### src/rtl/uart_pkg.sv
// Shared UART definitions: line levels, frame geometry and receiver FSM states.
package uart_pkg;

  localparam int unsigned UART_DATA_BITS = 8;
  localparam int unsigned UART_CNT_W     = $clog2(UART_DATA_BITS);

  // Line levels shared by transmitter and receiver
  localparam logic UART_START_LVL = 1'b0;
  localparam logic UART_STOP_LVL  = 1'b1;
  localparam logic UART_IDLE_LVL  = 1'b1;

  typedef logic [UART_DATA_BITS-1:0] uart_byte_t;

  typedef enum logic [1:0] {
    ST_IDLE  = 2'd0,
    ST_DATA  = 2'd1,
    ST_STOP  = 2'd2,
    ST_BREAK = 2'd3
  } uart_rx_state_e;

endpackage

### src/rtl/uart_rx_fifo.sv
// Byte FIFO between the receiver shifter and the consumer interface.
// A push into a full FIFO is accepted only when a pop happens in the same cycle.
module uart_rx_fifo
  import uart_pkg::*;
#(
  parameter int unsigned DEPTH = 4
) (
  input  logic       CLK,
  input  logic       RESETN,
  input  logic       push_i,
  input  uart_byte_t wdata_i,
  input  logic       pop_i,
  output uart_byte_t rdata_o,
  output logic       full_o,
  output logic       empty_o
);

  localparam int unsigned AW = $clog2(DEPTH);
  localparam int unsigned CW = AW + 1;

  uart_byte_t      mem_q [DEPTH];
  logic [AW-1:0]   wptr_q, wptr_d;
  logic [AW-1:0]   rptr_q, rptr_d;
  logic [CW-1:0]   cnt_q, cnt_d;
  logic            full_q, full_d;
  logic            empty_q, empty_d;
  logic            rd_en_c;
  logic            wr_en_c;

  // Accept/advance decisions and next pointer/count values
  always_comb begin
    rd_en_c = pop_i && !empty_q;
    wr_en_c = push_i && (!full_q || rd_en_c);
    wptr_d  = wptr_q;
    rptr_d  = rptr_q;
    cnt_d   = cnt_q;
    if (wr_en_c) begin
      wptr_d = wptr_q + AW'(1);
    end
    if (rd_en_c) begin
      rptr_d = rptr_q + AW'(1);
    end
    case ({wr_en_c, rd_en_c})
      2'b10:   cnt_d = cnt_q + CW'(1);
      2'b01:   cnt_d = cnt_q - CW'(1);
      default: cnt_d = cnt_q;
    endcase
    empty_d = (cnt_d == '0);
    full_d  = (cnt_d == CW'(DEPTH));
  end

  // Pointer, count and flag registers
  always_ff @(posedge CLK or negedge RESETN) begin
    if (!RESETN) begin
      wptr_q  <= '0;
      rptr_q  <= '0;
      cnt_q   <= '0;
      full_q  <= 1'b0;
      empty_q <= 1'b1;
    end else begin
      wptr_q  <= wptr_d;
      rptr_q  <= rptr_d;
      cnt_q   <= cnt_d;
      full_q  <= full_d;
      empty_q <= empty_d;
    end
  end

  // Storage; cleared on reset so the head reads as zero while empty
  always_ff @(posedge CLK or negedge RESETN) begin
    if (!RESETN) begin
      mem_q <= '{default: '0};
    end else if (wr_en_c) begin
      mem_q[wptr_q] <= wdata_i;
    end
  end

  assign rdata_o = mem_q[rptr_q];
  assign full_o  = full_q;
  assign empty_o = empty_q;

endmodule

### src/rtl/uart_rx.sv
// UART receiver: one bit per clock, start + 8 data + stop, bytes buffered in a FIFO.
// After reset or a framing error the line must be seen idle before a start is taken.
module uart_rx
  import uart_pkg::*;
#(
  parameter int unsigned DEPTH     = 4,
  parameter bit          MSB_FIRST = 1'b1
) (
  input  logic                      CLK,
  input  logic                      RESETN,
  input  logic                      rx,
  output logic [UART_DATA_BITS-1:0] data,
  output logic                      valid,
  input  logic                      ready,
  output logic                      frame_err,
  output logic                      overrun,
  output logic                      busy
);

  uart_rx_state_e          state_q, state_d;
  logic [UART_CNT_W-1:0]   cnt_q, cnt_d;
  uart_byte_t              sh_q, sh_d;
  logic                    frame_err_q, frame_err_d;
  logic                    overrun_q, overrun_d;
  logic                    busy_q, busy_d;
  logic                    push_c;
  logic                    pop_c;
  logic                    fifo_full;
  logic                    fifo_empty;

  assign valid = !fifo_empty;
  assign pop_c = valid && ready;

  // Frame FSM, shifter and status pulse generation
  always_comb begin
    state_d     = state_q;
    cnt_d       = cnt_q;
    sh_d        = sh_q;
    push_c      = 1'b0;
    frame_err_d = 1'b0;
    case (state_q)
      ST_IDLE: begin
        if (rx == UART_START_LVL) begin
          state_d = ST_DATA;
          cnt_d   = UART_CNT_W'(UART_DATA_BITS - 1);
        end
      end
      ST_DATA: begin
        if (MSB_FIRST) begin
          sh_d = {sh_q[UART_DATA_BITS-2:0], rx};
        end else begin
          sh_d = {rx, sh_q[UART_DATA_BITS-1:1]};
        end
        if (cnt_q == '0) begin
          state_d = ST_STOP;
        end else begin
          cnt_d = cnt_q - UART_CNT_W'(1);
        end
      end
      ST_STOP: begin
        if (rx == UART_STOP_LVL) begin
          push_c  = 1'b1;
          state_d = ST_IDLE;
        end else begin
          frame_err_d = 1'b1;
          state_d     = ST_BREAK;
        end
      end
      ST_BREAK: begin
        if (rx == UART_IDLE_LVL) begin
          state_d = ST_IDLE;
        end
      end
      default: state_d = ST_BREAK;
    endcase
    // A full FIFO still takes the byte if the consumer pops in the same cycle
    overrun_d = push_c && fifo_full && !pop_c;
    busy_d    = (state_d == ST_DATA) || (state_d == ST_STOP);
  end

  // State, shifter and registered status outputs
  always_ff @(posedge CLK or negedge RESETN) begin
    if (!RESETN) begin
      state_q     <= ST_BREAK;
      cnt_q       <= '0;
      sh_q        <= '0;
      frame_err_q <= 1'b0;
      overrun_q   <= 1'b0;
      busy_q      <= 1'b0;
    end else begin
      state_q     <= state_d;
      cnt_q       <= cnt_d;
      sh_q        <= sh_d;
      frame_err_q <= frame_err_d;
      overrun_q   <= overrun_d;
      busy_q      <= busy_d;
    end
  end

  assign frame_err = frame_err_q;
  assign overrun   = overrun_q;
  assign busy      = busy_q;

  uart_rx_fifo #(
    .DEPTH (DEPTH)
  ) u_fifo (
    .CLK     (CLK),
    .RESETN  (RESETN),
    .push_i  (push_c),
    .wdata_i (sh_q),
    .pop_i   (pop_c),
    .rdata_o (data),
    .full_o  (fifo_full),
    .empty_o (fifo_empty)
  );

endmodule

### config.mk
export PLATFORM = sky130hd
export DESIGN_NAME = uart_rx
export DESIGN_NICKNAME = d
export VERILOG_FILES = /design/src/rtl/uart_pkg.sv /design/src/rtl/uart_rx_fifo.sv /design/src/rtl/uart_rx.sv
export SDC_FILE = /design/constraint.sdc
export NUM_CORES = 1
export LEC_CHECK = 0
export ABC_CLOCK_PERIOD_IN_PS = 3260
export BUFFER_PORTS_ARGS = -buffer_cell sky130_fd_sc_hd__buf_2
export CORE_AREA = 2 2 70 72
export DETAILED_ROUTE_END_ITERATION = 10
export DIE_AREA = 0 0 72 74
export GPL_TIMING_DRIVEN = 0
export PLACE_DENSITY = 0.77
export SLEW_MARGIN = 30
export SYNTH_ARGS = -nofsm -noshare
export SYNTH_HDL_FRONTEND = slang
export SYNTH_SLANG_ARGS = --single-unit
### constraint.sdc
create_clock -name CLK -period 3.26 [get_ports CLK]
set_input_delay 0.652 -clock CLK [delete_from_list [all_inputs] [get_ports CLK]]
set_output_delay 0.652 -clock CLK [all_outputs]
set_load 0.01 [all_outputs]
==> results of run 1 <==
-- synthesized netlist by cell type (all sizes together) --
library cell and number:
dfrtp 54, inv 14, nor3 3, nor3b 1
a21oi 4, a2bb2oi 2, dfstp 3, xnor2 6
mux2 42, mux4 8, a31o 1, clkbuf 3
o21ai 2, o22ai 1, a211oi 4, nand2 2
nor2 4, nand3b 1, nand3 1, fa 1
buf 5, nand2b 5, ha 7, or4 1
mux2i 2, nor4bb 1, or2 1, o21a 1
-- registers in the layout, summed over array words and instances, names as in the netlist --
signal          flops
frame_err           1
u_fifo.full_o       1
u_fifo.wptr_q       2
u_fifo.rptr_q       2
u_fifo.empty_o      1
u_fifo.cnt_q        3
u_fifo.mem_q       32
state_q             2
cnt_q               3
overrun             1
busy                1
sh_q                8
-- routing by layer --
metal	up-vias	global-route usage	wire length, um
li1	683	-	-
met1	774	0.2523	1924
met2	30	0.3076	2245
met3	11	0.03659	148
met4	0	0.1237	115
met5	-	0	0
-- area by class of cell --
cell class                      instances  share of cell area
Clock buffer                            9             0.04137
Inverter                               14             0.01755
Multi-Input combinational cell        101              0.3702
Timing Repair Buffer                   14             0.02424
Sequential cell                        57              0.4776
Clock inverter                          7             0.03427
Tap cell                               54             0.02257
Buffer                                  8             0.01212
-- critical path: stages (launching register included) --
cell	delay (ns)
dfstp_2	0.51
buf_2	0.18
nand3b_4	0.18
a21oi_1	0.31
inv_1	0.09
ha_1	0.25
fa_1	0.39
xnor2_1	0.29
nor3_1	0.09
or2_2	0.28
-- cells by family after synthesis --
family	after synthesis	share of synthesized area
and+or+nand+nor	20	0.04762
AOI/OAI and AO/OA	15	0.05715
adders and majority gates	8	0.04095
buffers and inverters	22	0.03381
DFF	57	0.5443
muxes	52	0.2562
xor gates and xnor gates	6	0.02000
-- worst max path at each step --
stage | end | cells after the start
4_1_cts | u_fifo.cnt_q[2] | 9
3_5_place_dp | u_fifo.cnt_q[2] | 9
2_1_floorplan | u_fifo.cnt_q[2] | 9
5_1_grt | u_fifo.cnt_q[2] | 9
3_3_place_gp | u_fifo.cnt_q[2] | 9
6_report | u_fifo.cnt_q[2] | 9
-- where the power goes --
group | internal (uW) | total [uW] | switching, uW | leakage [uW]
sequential | 985 | 1190 | 202 | 0.000733
clock | 437 | 738 | 301 | 0.000110
combinational | 499 | 927 | 428 | 0.000589
total | 1920 | 2850 | 931 | 0.00143
-- through the flow --
stage	cell area (um^2)	setup slack, ns	std cells	hold WS, ns	util
after floorplan	2628	0.6000	180	0.3564	-
after global placement	2765	0.4916	248	0.4627	0.6014
after detailed placement	2768	0.4101	248	0.4795	0.6019
after CTS	2994	0.5464	264	0.3818	0.6512
after global routing	2994	0.3940	264	0.4193	0.6512
final	2994	0.5828	264	0.3664	0.6512
==> key figures, run 1 <==
Route
  • DR pass1 iterations: 4
  • Drc violations: 0
  • 1st-iter DRT viols: 127
  • Routed wire length: 4434 um
  • Routed length per instance: 16.80 um
  • Antenna-violating nets left: 0
  • Via Count: 1498
  • Via-to-Cell Ratio: 5.674

Logic synthesis
  • Syn Nets: 192
  • Sequential area share after synthesis: 0.5443
  • Unique cell type count in the Yosys netlist: 31
  • #FFs+latches synth: 57
  • Synth area leader: dfrtp_1
  • Synth Warn #: 0
  • Ranking of synthesized cells by area: dfrtp_1 (51%), mux2_2 (17%), mux4_2 (6.9%)
  • Synthesized area: 2628 um^2
  • Area share of the largest cell type after synthesis: 0.5143
  • Synth Instances: 180
  • Synth Area per Inst: 14.60 um^2

STA
  • Final setup violation count: 0
  • Final Hold Vio Count: 0
  • Fin crit period: 2.677 ns
  • Slew of the pin with the lowest slew margin: 0.7103 ns
  • Slew Limit Fails: 0
  • Final period util: 0.8212
  • Setup_tns: 0 ns
  • Clock Skew: 0.006891 ns
  • Slew HR: 0.5264
  • RSZ-0062 raised after global routing: false
  • Highest clock rate: 373.5 MHz

Setup path
  • Cells on worst reg2reg path: 9
  • WP data required: 3.47 ns
  • R2r setup slk: 0.58 ns
  • FF-to-FF End: u_fifo.cnt_q[2]
  • Critical Path End Type: flop
  • WS Path Type: flop to flop
  • Worst EP arrival: 2.89 ns
  • Setup crit start: state_q[1]
  • Crit-path max FO: 8
  • Crit start category: flop
  • R2r startpoint: state_q[1]

Global routing
  • First-pass GRT wire length: 7458 um
  • Vias in the first global route: 1585
  • GRT Total Usage: 0.1950
  • Initial antenna violation count: 0
  • Largest net degree at the start of global routing: 58
  • Remaining Overflow, GRT: 0

Power and ir drop
  • Pwr Total: 2853 uW
  • Worst vdd ir: 0.5123 mV
  • P_leak: 0.001432 uW
  • Pwr dens: 952.9 nW/um^2

Min path
  • Hold Crit Class: input port to async pin

Layout
  • Fraction of layout cells with a size suffix above 1: 0.4429
  • Commonest non-fill, non-tap cell in the layout: dfrtp_1
  • Commonest non-fill, non-tap cells in the layout: dfrtp_1 (54), mux2_2 (40), buf_2 (17)
  • Area delta synth->final: 13.95%
  • Layout Nets: 217
  • Multi-input logic area: 1109 um^2
  • Register Area: 1430 um^2
  • Filler cell count: 332
  • Antenna Cells: 0

CTS
  • Reg clk slew, reported paths: 0.07 ns
  • Clock insertion delay at the later pin of the skew report: 0.33 ns
  • Maximum buffer depth of the clock tree: 2
  • Clock root buffer: clkbuf_8
  • Inserted Clock Buffers: 9
  • # Post-CTS Setup Buffers: 0
  • H-tree depth: 3
  • Hold buffers post-CTS: 0
  • Cts repair resizes: 0
  • CTS tree: yes
  • Clock sink count: 57

Floorplan
  • Initial Utilization: 0.5714
  • Core Area: 4598 um^2
  • Die height: 74 um
  • Rows: 25
  • Die Area: 5328 um^2
  • I/O pins: 16
  • Die W: 72 um

Flow run
  • Max-cap viol count: 0

Placement
  • DP HPWL: 2938 um
  • Number of port buffers: 14
  • Final Wtd Congestion: 0.7437

Run status
  • Outcome: finished, final reports clean
No activity file was read; power rests on OpenSTA's default activity.
==> inputs of run 2 (changes only) <==
ABC_CLOCK_PERIOD_IN_PS = 2500   (was 3260)
clock period = 2.5 ns   (was 3.26 ns; I/O delays follow)
==> run 2 against run 1 <==
Non-clock buffer count unchanged. Wire length increased by 2.0%. Maximum frequency increased by 13%. Design area increased by 0.63%. Critical endpoint unchanged.
==> key figures, run 2 (same netlist as run 1, synthesis figures left out) <==
Setup path
  • Worst path cell trace: nand2b_1, clkbuf_4, a21oi_4, inv_1, ha_1, fa_2, xnor2_2, o21a_1, or2_2
  • Critical Path End Type: flop
  • Critical path buffers and inverters: 2 (unchanged)
  • Crit start category: flop
  • Cell depth of the worst setup path: 9 (unchanged)
  • WP data required: 2.72 ns (-0.75 ns)
  • FF-to-FF End: u_fifo.cnt_q[2]
  • R2r setup slk: 0.14 ns (-0.44 ns)
  • R2r startpoint: u_fifo.empty_o
  • Crit path max-delay family: adder cells
  • WS Path Type: flop to flop
  • CP max stage delay: 0.38 ns (-0.13 ns)
  • Worst path slowest cell: fa_2
  • Cells on worst reg2reg path: 9 (unchanged)
  • Worst EP arrival: 2.58 ns (-0.31 ns)
  • Crit-path max FO: 8 (unchanged)

Layout
  • Layout Nets: 217 (unchanged)
  • Fraction of layout cells with a size suffix above 1: 0.4571 (+0.01429)
  • Most flop-heavy register: u_fifo.mem_q
  • Antenna Cells: 0 (unchanged)
  • Number of flip-flops in the largest register: 32 (unchanged)
  • Area delta synth->final: 14.67%
  • Top Registers: u_fifo.mem_q (32), sh_q (8)
  • Commonest non-fill, non-tap cell in the layout: dfrtp_1
  • Commonest non-fill, non-tap cells in the layout: dfrtp_1 (54), mux2_2 (40), buf_2 (15)

STA
  • Final setup violation count: 0 (unchanged)
  • Clock Skew: 0.008384 ns (+0.001494 ns)
  • Slew HR: 0.5412 (+0.01475)
  • Fin crit period: 2.360 ns (-0.3170 ns)
  • PnR worst setup slack: 0.1398 ns (-0.4430 ns)
  • RSZ-0062 raised after global routing: false
  • Final Hold Vio Count: 0 (unchanged)
  • Final period util: 0.9441 (+0.1229)
  • Slew Limit Fails: 0 (unchanged)
  • Highest clock rate: 423.7 MHz (+13%)
  • Slew of the pin with the lowest slew margin: 0.6882 ns (-0.02212 ns)

Placement
  • DP HPWL: 2929 um (-0.33%)
  • Final Wtd Congestion: 0.7455 (+0.24%)
  • Setup WS pre-CTS: -0.1000 ns (-0.5101 ns)
  • Number of port buffers: 14 (unchanged)

Run status
  • Outcome: finished, final reports clean

Floorplan
  • Initial Utilization: 0.5714 (unchanged)
  • I/O pins: 16 (unchanged)
  • Die Area: 5328 um^2 (unchanged)
  • Die height: 74 um (unchanged)
  • Core Area: 4598 um^2 (unchanged)
  • Rows: 25 (unchanged)
  • Die W: 72 um (unchanged)

Global routing
  • Largest net degree at the start of global routing: 58 (unchanged)
  • Initial antenna violation count: 0 (unchanged)
  • Remaining Overflow, GRT: 0 (unchanged)
  • First-pass GRT wire length: 7438 um (-0.27%)
  • GRT Total Usage: 0.1957 (+0.0007128)
  • Vias in the first global route: 1546 (-2.5%)

CTS
  • Clock sink count: 57 (unchanged)
  • Clock insertion delay at the later pin of the skew report: 0.34 ns (about the same)
  • H-tree depth: 3 (unchanged)
  • Inserted Clock Buffers: 9 (unchanged)
  • Clock root buffer: clkbuf_8
  • Hold buffers post-CTS: 0 (unchanged)
  • Reg clk slew, reported paths: 0.07 ns (about the same)
  • CTS tree: yes
  • Maximum buffer depth of the clock tree: 2 (unchanged)

Route
  • Via Count: 1475 (-1.5%)
  • Antenna-violating nets left: 0 (unchanged)
  • Routed length per instance: 17.13 um (+2.0%)
  • DR pass1 iterations: 5 (+1)
  • 1st-iter DRT viols: 99 (-22%)
  • Drc violations: 0 (unchanged)
  • Via-to-Cell Ratio: 5.587 (-1.5%)
  • Routed wire length: 4521 um (+2.0%)

Power and ir drop
  • Worst vdd ir: 0.8176 mV (+60%)
  • P_leak: 0.001436 uW (+0.27%)
  • Pwr dens: 1237 nW/um^2 (+30%)
  • Pwr Total: 3728 uW (+31%)

Flow run
  • Max-cap viol count: 0 (unchanged)

Min path
  • Hold Crit Class: input port to async pin
-- run 2: final cells by class --
class,instances,area (um^2)
Clock buffer,9,123.9
Sequential cell,57,1430
Timing Repair Buffer,15,80.08
Buffer,7,33.78
Tap cell,54,67.56
Clock inverter,7,95.09
Inverter,14,52.55
Fill cell,338,1585
Multi-Input combinational cell,101,1130
-- run 2: through the flow --
stage               hold WS [ns]  setup TNS, ns  cell area (um^2)    util  cells
finish                    0.2128              0              3013  0.6552    264
global route              0.2603              0              3013  0.6552    264
CTS                       0.2248              0              3005  0.6536    265
detailed placement        0.4881        -0.1641              2771  0.6027    248
global placement          0.4643       -0.02183              2769  0.6022    248
floorplan                 0.2044              0              2631       -    180
-- run 2: how the worst max path moves through the flow --
stage	start	to	slack, ns
2_1_floorplan	rx	u_fifo.cnt_q[2]	0.07
4_1_cts	state_q[1]	u_fifo.cnt_q[2]	0.03
3_5_place_dp	rx	u_fifo.cnt_q[2]	-0.10
3_3_place_gp	rx	u_fifo.cnt_q[2]	-0.02
6_report	u_fifo.empty_o	u_fifo.cnt_q[2]	0.14
5_1_grt	u_fifo.empty_o	u_fifo.cnt_q[2]	0.01
-- run 2: per-layer routing --
metal,up-vias,global-route usage,wire length [um]
li1,679,-,-
met1,760,0.2452,1981
met2,25,0.3128,2274
met3,11,0.04472,156
met4,0,0.1216,108
met5,-,0,0
-- run 2: worst reg2reg max path: stages, from the launching register on --
cell and delay [ns]:
dfstp_2 0.37, nand2b_1 0.12, clkbuf_4 0.21, a21oi_4 0.20, inv_1 0.06, ha_1 0.26
fa_2 0.38, xnor2_2 0.17, o21a_1 0.19, or2_2 0.28
-- run 2: repair_timing --
action | in CTS | in global routing
setup buffers | 1 | 0
endpoints found under the setup margin | 3 | 3
gates resized for setup | 1 | 3
pin swaps | 1 | 0
-- run 2: power by group --
part	internal [uW]	switching, uW	total, uW
clock	560	371	930
sequential	1290	286	1570
combinational	664	561	1230
total	2510	1220	3730
